$ cat config.mk
export PLATFORM = sky130hd
export DESIGN_NAME = mem_port_arbiter
export DESIGN_NICKNAME = d
export VERILOG_FILES = /design/src/rtl/mem_port_arbiter.sv
export SDC_FILE = /design/constraint.sdc
export NUM_CORES = 1
export LEC_CHECK = 0
export ABC_AREA = 1
export BUFFER_PORTS_ARGS = -buffer_cell sky130_fd_sc_hd__buf_4
export CORE_AREA = 3 3 102 104
export DETAILED_ROUTE_END_ITERATION = 10
export DIE_AREA = 0 0 105 107
export GPL_TIMING_DRIVEN = 0
export PLACE_DENSITY = 0.62
export SLEW_MARGIN = 20
export SYNTH_ARGS = -nofsm -noshare
export SYNTH_HDL_FRONTEND = slang
export SYNTH_SLANG_ARGS = --single-unit
$ cat constraint.sdc
create_clock -name clock -period 2.95 [get_ports clock]
set_input_delay 0.7375 -clock clock [delete_from_list [all_inputs] [get_ports clock]]
set_output_delay 0.7375 -clock clock [all_outputs]
set_load 0.01 [all_outputs]
$ cat src/rtl/mem_port_arbiter.sv
// mem_port_arbiter
//   Shares the single data-memory port between the CPU MEM stage and a camera
//   pixel writer. The owner is decided combinationally every cycle, so a
//   granted CPU access sees zero added latency. Camera bursts are capped at
//   BURST_MAX cycles while the CPU is requesting. A camera kept waiting for
//   WAIT_MAX cycles is forced through.
//
//   Ports
//     clock, reset_n              system clock (rising edge), async active-low reset
//     cpu_req/we/addr/wdata       CPU access request
//     cpu_rdata, cpu_stall        read data to the MEM stage, hold request
//     cam_req/addr/wdata          camera pixel-word write request
//     cam_ack                     camera word written this cycle
//     mem_addr/wdata/we           data-memory port drive
//     mem_rdata                   data-memory combinational read data
//     grant_cam                   camera owns the port this cycle
module mem_port_arbiter #(
    parameter int unsigned BURST_MAX = 4,
    parameter int unsigned WAIT_MAX  = 8
) (
    input  logic        clock,
    input  logic        reset_n,
    input  logic        cpu_req,
    input  logic        cpu_we,
    input  logic [31:0] cpu_addr,
    input  logic [31:0] cpu_wdata,
    output logic [31:0] cpu_rdata,
    output logic        cpu_stall,
    input  logic        cam_req,
    input  logic [31:0] cam_addr,
    input  logic [31:0] cam_wdata,
    output logic        cam_ack,
    output logic [31:0] mem_addr,
    output logic [31:0] mem_wdata,
    output logic        mem_we,
    input  logic [31:0] mem_rdata,
    output logic        grant_cam
);

    localparam int unsigned BW = $clog2(BURST_MAX + 1);
    localparam int unsigned WW = $clog2(WAIT_MAX + 1);
    localparam logic [BW-1:0] BMAX = BW'(BURST_MAX);
    localparam logic [WW-1:0] WMAX = WW'(WAIT_MAX);

    typedef enum logic [1:0] {IDLE, CPU, CAM} state_t;

    state_t        state;
    state_t        owner;
    logic [BW-1:0] burst_cnt;
    logic [WW-1:0] wait_cnt;

    // Reset gates the owner directly so the port is released the moment
    // reset_n falls, not at the next clock edge.
    always_comb begin
        owner = IDLE;
        if (!reset_n)
            owner = IDLE;
        else if (state == CAM && cam_req && burst_cnt < BMAX)
            owner = CAM;
        else if (cam_req && wait_cnt == WMAX)
            owner = CAM;
        else if (cpu_req)
            owner = CPU;
        else if (cam_req)
            owner = CAM;
    end

    always_comb begin
        mem_addr  = '0;
        mem_wdata = '0;
        mem_we    = 1'b0;
        cpu_rdata = '0;
        cam_ack   = 1'b0;
        grant_cam = 1'b0;
        case (owner)
            CPU: begin
                mem_addr  = cpu_addr;
                mem_wdata = cpu_wdata;
                mem_we    = cpu_we;
                cpu_rdata = mem_rdata;
            end
            CAM: begin
                mem_addr  = cam_addr;
                mem_wdata = cam_wdata;
                mem_we    = 1'b1;
                cam_ack   = 1'b1;
                grant_cam = 1'b1;
            end
            default: ;
        endcase
        cpu_stall = cpu_req && (owner != CPU);
    end

    always_ff @(posedge clock or negedge reset_n) begin
        if (!reset_n) begin
            state     <= IDLE;
            burst_cnt <= '0;
            wait_cnt  <= '0;
        end else begin
            state <= owner;

            // A burst that already hit the cap but keeps the port (no CPU
            // contention) starts counting a new burst from 1.
            if (owner != CAM)
                burst_cnt <= '0;
            else if (burst_cnt == BMAX)
                burst_cnt <= BW'(1);
            else
                burst_cnt <= burst_cnt + BW'(1);

            if (owner == CAM || !cam_req)
                wait_cnt <= '0;
            else if (wait_cnt != WMAX)
                wait_cnt <= wait_cnt + WW'(1);
        end
    end

endmodule

==> results list, run 1 <==
- Cells fill 50.5% of the core in the end.
* Register-to-register setup slack: between 1000 and 1500 ps
* Total inserted antenna cells: 0
* Worst R2R End: wait_cnt[0]$_DFFE_PN0P_
- Total clock buffers created by CTS: 3
- Based on the critical path, the design can be clocked at up to 343 MHz.
- CTS tree: done
* Die footprint: 11,200 µm²
* Clock latency at the later pin of the worst-skew pair: 230 ps
- The completed layout was analyzed and its total power is 0.000917 W.
* Clock slew at the register clock pins of the worst setup and hold paths: 50 ps
- DP HPWL: 8110 µm
* Most used flip-flop cell after synthesis: sky130_fd_sc_hd__dfrtp_1
* Post-synthesis instance area: 1760 µm²
- In the final routed layout, each cell accounts on average for 14.6 µm.
- In the post-synthesis netlist, the biggest area contributors are sky130_fd_sc_hd__nand2_1 37%, sky130_fd_sc_hd__a21oi_1 19%, sky130_fd_sc_hd__dfrtp_1 13%.
- Of the available clock period, the critical path in the final layout requires 98.8%.
- The worst pin sits at a relative slew slack of just over 80%.
- Flip-flop and latch count after synthesis: 9
- For this run, the post-layout net count is roughly 800.
* Async set-or-reset flop fraction in the synthesized netlist: 100%
* Worst IR drop on VDD: 90.0 µV
- Longest Clk Path Bufs: 2
- The worst register-to-register path has a depth of 12.
* Num ports: 265
- In this run, synthesis inferred 0 flip-flops with an integrated enable.
- The number of global-route vias before repair is 3,038.
- The number of nets handed over by synthesis was 517.
- ANT nets after route: 0
- Cells with a size suffix above 1 make up 62.0% of the layout.
- Std-Cell Rows: 36
- Ys Warns: 0
* Synthesized area per cell: 5.11 µm²
- Measured along the y axis, the die boundary spans 107 µm.
* HP Class: in -> async
- The share of synthesized area in the top cell type comes to a little over a third.
* Reg-to-reg critical path startpoint: wait_cnt[0]$_DFFE_PN0P_
- H-Tree Depth: 1
* Final GP Congestion: 0.790
- For this run, the number of standard cells in the final layout without fillers is 773.
* Transition time at the pin with the least slew margin: 274 ps
* Number of cells produced by synthesis: 345
- Clock Skew: 1.83 ps
* GR Util All Layers: 15.6%
- Number of antenna violations at the first check in global routing: 0
- Synth-to-layout area growth: 176%
* Via Count: 3,298
- Final hold analysis gives a worst-case slack of 342 ps.
- For this design, the sink count on the clock tree is 9.
- The worst setup path is captured at an output pin.
* Largest net degree at the start of global routing: 13
- The first global-routing pass estimated 14,600 µm of wire.
- Dividing the detail-routed via count by the number of cells gives 4.27.
* Netlist cell types: 18
* Initial DRC count: between 150 and 200
- The commonest cells after synthesis are 172 x sky130_fd_sc_hd__nand2_1, 66 x sky130_fd_sc_hd__a21oi_1, 43 x sky130_fd_sc_hd__inv_1, 13 x sky130_fd_sc_hd__buf_2.
- The worst setup path is launched from a flip-flop.
- The die is between 100 and 150 µm wide.
- The critical path is of the reg -> out type.
- Max Fanout on Critical Path: 5
- Inst Count DP: roughly 740
- Yosys top cell by area: sky130_fd_sc_hd__nand2_1
* Tmin final: 2920 ps
- The analysis attributes to cell leakage a power of 2.51 nW.
- Setup violations remaining at the end of the flow were counted as 0.
* Final Routed Wirelength: 11,300 µm
- Critical path capture point: mem_addr[26]
* Initial Utilization: 18.3%
- DRC errors left: 0
* Overall overflow remaining after global route: 0
- Setup tns final: 0 ps
- The root buffer cell chosen for the clock tree is sky130_fd_sc_hd__clkbuf_8.
* Final max-slew violation count: 0
- For this design the ratio of total power to cell area is 188 nW/µm².
- Unrepaired setup endpoints after global routing: yes
* Max-cap violations: 0
* Run status: finished clean
* Number of iterations in the first detailed-routing pass: 4
- Final Hold Vio Count: 0
* Area of the placeable core: 9640 µm²
- Arrival time of data at the critical path endpoint: 2180 ps
- Number of port buffers: 264
- Required time of the worst setup path: 2210 ps
* Most instantiated library cell after synthesis: sky130_fd_sc_hd__nand2_1
- Worst setup path startpoint: wait_cnt[0]$_DFFE_PN0P_
* Proportion of synthesized chip area in sequential cells: between 10% and 20%
## metrics by stage
stage               worst slack, ps  cell area [µm²]
floorplan                       246             1760
global placement               -199             3910
detailed placement             -224             3910
CTS                           -10.7             4130
global route                  -92.0             4860
finish                         34.1             4860
## power breakdown
part,switching [W],internal [W]
logic,0.000273,0.000370
clock network,0.0000468,0.0000940
registers,0.00000367,0.000130
## cell type report
type | instances | area, µm²
Fill cell | 928 | 4780
Timing Repair Buffer | 291 | 2460
Multi-Input combinational cell | 266 | 1450
Buffer | 26 | 355
Sequential cell | 9 | 225
Tap cell | 133 | 166
Inverter | 44 | 165
Clock buffer | 4 | 45.0
## flip-flops by register name (all words and copies together), names as in the netlist
| name | flops |
|---|---|
| burst_cnt | 3 |
| wait_cnt | 4 |
| state | 2 |
## worst min path at each step
stage                                          to  slack, ps  depth (start not counted)              startpoint
after global placement     burst_cnt[0]$_DFF_PN0_        460                          1  burst_cnt[0]$_DFF_PN0_
after CTS                 wait_cnt[0]$_DFFE_PN0P_        330                          1                 reset_n
after global routing      wait_cnt[0]$_DFFE_PN0P_        340                          1                 reset_n
after floorplan            burst_cnt[0]$_DFF_PN0_        440                          0                 reset_n
after detailed placement   burst_cnt[0]$_DFF_PN0_        500                          1  burst_cnt[0]$_DFF_PN0_
final                     wait_cnt[0]$_DFFE_PN0P_        340                          1                 reset_n
## metal layers
layer  share of wire, %  routed length (µm)  vias up  global-route usage (%)
li1                   -                   -     1643                       -
met1                 37                4160     1482                    17.2
met2                 55                6150      167                    30.7
met3                7.9                 896        6                    3.91
met4               0.52                  59        0                    1.69
met5                  0                   0        -                       0
## kinds of logic (layout without fill, tap and decap cells)
| family | Yosys count | in the layout | synth area share (%) |
|---|---|---|---|
| compound gates | 67 | 67 | 19.0 |
| xor+xnor | 3 | 3 | 1.49 |
| fa+ha+maj | 7 | 7 | 4.97 |
| simple gates | 189 | 189 | 41.4 |
| buf+inv | 70 | 365 | 20.3 |
| flops | 9 | 9 | 12.8 |
## placed cells by master (no fill, tap or decap), drive strengths merged
cell type	netlist	layout
ha	7	7
clkbuf	1	15
nand2	172	172
nand3	5	5
nor3	1	1
xnor2	2	2
a21oi	66	66
xor2	1	1
nor2	11	11
inv	44	44
dfrtp	9	9
buf	25	306
o21ai	1	1
## worst max-delay path: stages (launching register included)
cell                        delay (ps)
sky130_fd_sc_hd__dfrtp_1           390
sky130_fd_sc_hd__inv_2              90
sky130_fd_sc_hd__ha_4              140
sky130_fd_sc_hd__nand3_4            70
sky130_fd_sc_hd__nor2_4            190
sky130_fd_sc_hd__nor2_4             60
sky130_fd_sc_hd__nor2_4            140
sky130_fd_sc_hd__ha_4              220
sky130_fd_sc_hd__clkbuf_16         160
sky130_fd_sc_hd__clkbuf_16         130
sky130_fd_sc_hd__nand2_1            50
sky130_fd_sc_hd__a21oi_1           150
sky130_fd_sc_hd__buf_4             150
## timing repair
item	in CTS	in global routing
buffers inserted	5	8
setup endpoints to repair	85	95
hold buffers	0	0
pin swaps	6	14
cloned	1	13
resized for setup	38	119
No activity file was read; power rests on OpenSTA's default activity.
==> run 2, diff against run 1 <==
--- a/config.mk
+++ b/config.mk
@@ -10,7 +10,7 @@
 export CORE_AREA = 3 3 102 104
 export DETAILED_ROUTE_END_ITERATION = 10
 export DIE_AREA = 0 0 105 107
-export GPL_TIMING_DRIVEN = 0
+export GPL_TIMING_DRIVEN = 1
 export PLACE_DENSITY = 0.62
 export SLEW_MARGIN = 20
 export SYNTH_ARGS = -nofsm -noshare
==> run 2 against run 1 <==
Net effect:
- the run now ends with negative setup slack left
- hold slack lost 19 ps
- cell count shrank 1.9%
- wire length shrank 2.0%
- die area is the same
- combinational power shrank 0.6%
- critical path depth is the same
- utilization shrank 1.6 points
- worst setup slack lost 39 ps
- critical path type unchanged
- critical endpoint is now mem_wdata[18]
==> results list, run 2 (synthesis results as in run 1) <==
- Highest attainable clock frequency: 338 MHz (-1.3%)
- From synthesis to final layout, the design area changed by 167%.
* Most common cell on crit path: sky130_fd_sc_hd__nor2_4
- The worst-case reg-to-reg path depth is 14 (+2).
* Run status: finished with violations
* CTS tree: done
- Clock Skew: 0.343 ps (-1.49 ps)
* Largest registers ranked by flip-flop count: wait_cnt x4, burst_cnt x3, state x2
- Number of port buffers: 264 (unchanged)
- The multi-input gate area in the final layout came to 1520 µm² (+5.2%).
- Traced cell by cell, the critical path runs through inv_2 > ha_4 > nand3_4 > nor2_4 > buf_4 > nor2_4 > nor2_4 > buf_6 > ha_4 > buf_16 > a21oi_4 > buf_6.
- Overall overflow remaining after global route: 0 (unchanged)
- Crit path max-delay family: buffers and inverters
* Share of the clock period used by the worst path after layout: 100% (+1.3 points)
* Initial Utilization: 18.3% (unchanged)
- In this run the worst hold path is classified as in -> async.
- Min setup slack post-route: -4.70 ps (-38.8 ps)
* Register-to-register setup slack: 1150 ps (-120 ps)
- The detailed-router iteration count before antenna repair came to 4 (unchanged).
- The fraction of final layout cells sized beyond drive strength 1 is 61.3% (-0.75 points).
- The global routing usage summed across all routing layers was 15.0% (-0.58 points).
- Leaving out fill and tap cells, the most frequent cells in the layout are 274 x sky130_fd_sc_hd__buf_4, 168 x sky130_fd_sc_hd__nand2_1, 52 x sky130_fd_sc_hd__a21oi_2.
- The maximum count of clock buffers along a single path came to 2 (unchanged).
* Number of logic stages on the critical path including buffering: 12 (unchanged)
* Final net count: 798 (-1.8%)
* Delay contributed by the slowest stage of the critical path: 390 ps (about the same)
* Sequential cell area: 225 µm² (unchanged)
* Total clock buffers created by CTS: 3 (unchanged)
* Die X: 105 µm (unchanged)
- Number of antenna violations at the first check in global routing: 0 (unchanged)
* Total inserted antenna cells: 0 (unchanged)
* Setup tns final: -4.70 ps (-4.70 ps)
- Buffer cell driving the clock tree root: sky130_fd_sc_hd__clkbuf_8
* Number of fill cells in the layout: 979 (+5.5%)
- The clock insertion delay at the later pin of the skew report is 230 ps (about the same).
* Clock slew at the register clock pins of the worst setup and hold paths: 40 ps (about the same)
* Final GP Congestion: 0.849 (+7.5%)
* Required time of the worst setup path: 2210 ps (about the same)
- Initial DRC count: 123 (-20%)
* Reg-to-reg critical path startpoint: wait_cnt[0]$_DFFE_PN0P_
- Critical Path End Type: output pin
- Gate power share: 70.0% (about the same)
- Leaving out fill and tap cells, the most frequent cell in the layout is sky130_fd_sc_hd__buf_4.
- The total core area came to 9640 µm² (unchanged).
* DP HPWL: 7510 µm (-7.3%)
- The checks that failed: negative setup slack.
- The final core area utilization came to 48.8% (-1.6 points).
- The worst IR drop on VDD is 121 µV (+34%).
* DRC errors left: 0 (unchanged)
- H-Tree Depth: 1 (unchanged)
* Critical path buffer and inverter count: 5 (+1)
- The minimum clock period was 2950 ps (+38.8 ps).
* Max Fanout on Critical Path: 10 (+5)
- The worst-case setup slack after placement is -207 ps (+17.6 ps).
- Largest net degree at the start of global routing: 49 (+36)
- The number of max-cap violations was 0 (unchanged).
- Type of the worst setup path: reg -> out
* Part of the total power dissipated in sequential elements: 14.7% (about the same)
- Via count of the first global-routing pass: 3,004 (-1.1%)
- The floorplan row count was 36 (unchanged).
- The total wirelength of the detailed-routed design is 11,000 µm (-2.0%).
- The internal power contribution is 0.000583 W (-1.7%).
- The worst slew margin relative to its limit is 84.4% (+2.7 points).
- Clock network power share: 15.3% (about the same)
* Via Count: 3,269 (-0.88%)
* Leak pwr: 2.44 nW (-2.9%)
- The post-layout total power is 0.000912 W (-0.53%).
- The die area is 11,200 µm² (unchanged).
- Vias per std cell: 4.31 (+1.1%)
- Worst setup path startpoint: wait_cnt[0]$_DFFE_PN0P_
- The I/O pin count came to 265 (unchanged).
- Flip-flop count of the largest register after layout: 4 (unchanged)
- The wire length of the first global-routing pass is 14,100 µm (-3.3%).
- Transition time at the pin with the least slew margin: 234 ps (-40.2 ps)
* Unrepaired setup endpoints after global routing: yes
- Total clock sinks: 9 (unchanged)
- The most critical setup path has its endpoint at mem_wdata[18].
- The final count of hold timing violations came to 0 (unchanged).
* Arrival time of data at the critical path endpoint: 2220 ps (+40 ps)
- Startpoint class of the critical path: flip-flop
- The minimum hold slack is 323 ps (-18.7 ps).
- wait_cnt holds more flip-flops than any other register.
- The post-detailed-route count of antenna-violating nets was 0 (unchanged).
* Power density over the cells: 194 nW/µm² (+2.7%)
* Final max-slew violation count: 0 (unchanged)
- Switching pwr: 0.000328 W (+1.6%)
* Switching share of power: 36.0% (+0.76 points)
- The endpoint identified for the worst register-to-register timing path is wait_cnt[0]$_DFFE_PN0P_.
* Vertical die dimension: 107 µm (unchanged)
- Routed WL per cell: 14.6 µm (about the same)
- The slowest stage of the critical path is the sky130_fd_sc_hd__dfrtp_1 cell.
* Final number of setup-violating endpoints: 1 (+1)
run 2: changes by cell type in the layout (fill, tap and decap cells not counted), moves of 13 or more:
cell / previous run / this run
sky130_fd_sc_hd__a21oi_1: 33 / 11
sky130_fd_sc_hd__a21oi_2: 31 / 52
sky130_fd_sc_hd__buf_4: 260 / 274
sky130_fd_sc_hd__buf_6: 28 / 10
sky130_fd_sc_hd__inv_1: 26 / 39
sky130_fd_sc_hd__inv_2: 18 / 4
run 2: worst min path at each step:
stage,endpoint,cells after the start
2_1_floorplan,burst_cnt[0]$_DFF_PN0_,0
3_3_place_gp,burst_cnt[0]$_DFF_PN0_,1
3_5_place_dp,burst_cnt[0]$_DFF_PN0_,1
4_1_cts,state[1]$_DFF_PN0_,1
5_1_grt,burst_cnt[2]$_DFF_PN0_,1
6_report,burst_cnt[2]$_DFF_PN0_,1
run 2: metrics by stage:
stage	instance area (µm²)	instances
CTS	4080	738
floorplan	1760	345
global route	4710	758
global placement	3890	727
detailed placement	3890	727
finish	4710	758
run 2: layout make-up:
| cell class | instances | share of cell area [%] |
|---|---|---|
| clock buffer | 4 | 0.957 |
| inverter | 44 | 3.56 |
| multi-input combinational | 266 | 32.4 |
| sequential | 9 | 4.78 |
| tap | 133 | 3.53 |
| timing repair buffer | 302 | 54.8 |
run 2: layer usage:
layer	up-vias	wire (µm)	global-route usage [%]
met4	0	150	2.81
met2	169	6090	29.7
li1	1604	-	-
met5	-	0	0
met1	1486	3950	15.7
met3	10	855	4.15
run 2: what timing repair did:
item                                    CTS  global route
pin swaps                                 5             5
setup buffers                             6             7
cloned                                    1            13
endpoints found under the setup margin   75            79
hold buffers                              0             0
gates resized for setup                  13            81
run 2: power by group through the flow:
stage / registers (W) / clock network (W) / logic, W
detailed placement: 0.000136 / 0 / 0.000476
floorplan: 0.000135 / 0 / 0.000183
global route: 0.000134 / 0.000153 / 0.000687
finish: 0.000134 / 0.000140 / 0.000638
CTS: 0.000133 / 0.000145 / 0.000503
global placement: 0.000136 / 0 / 0.000470
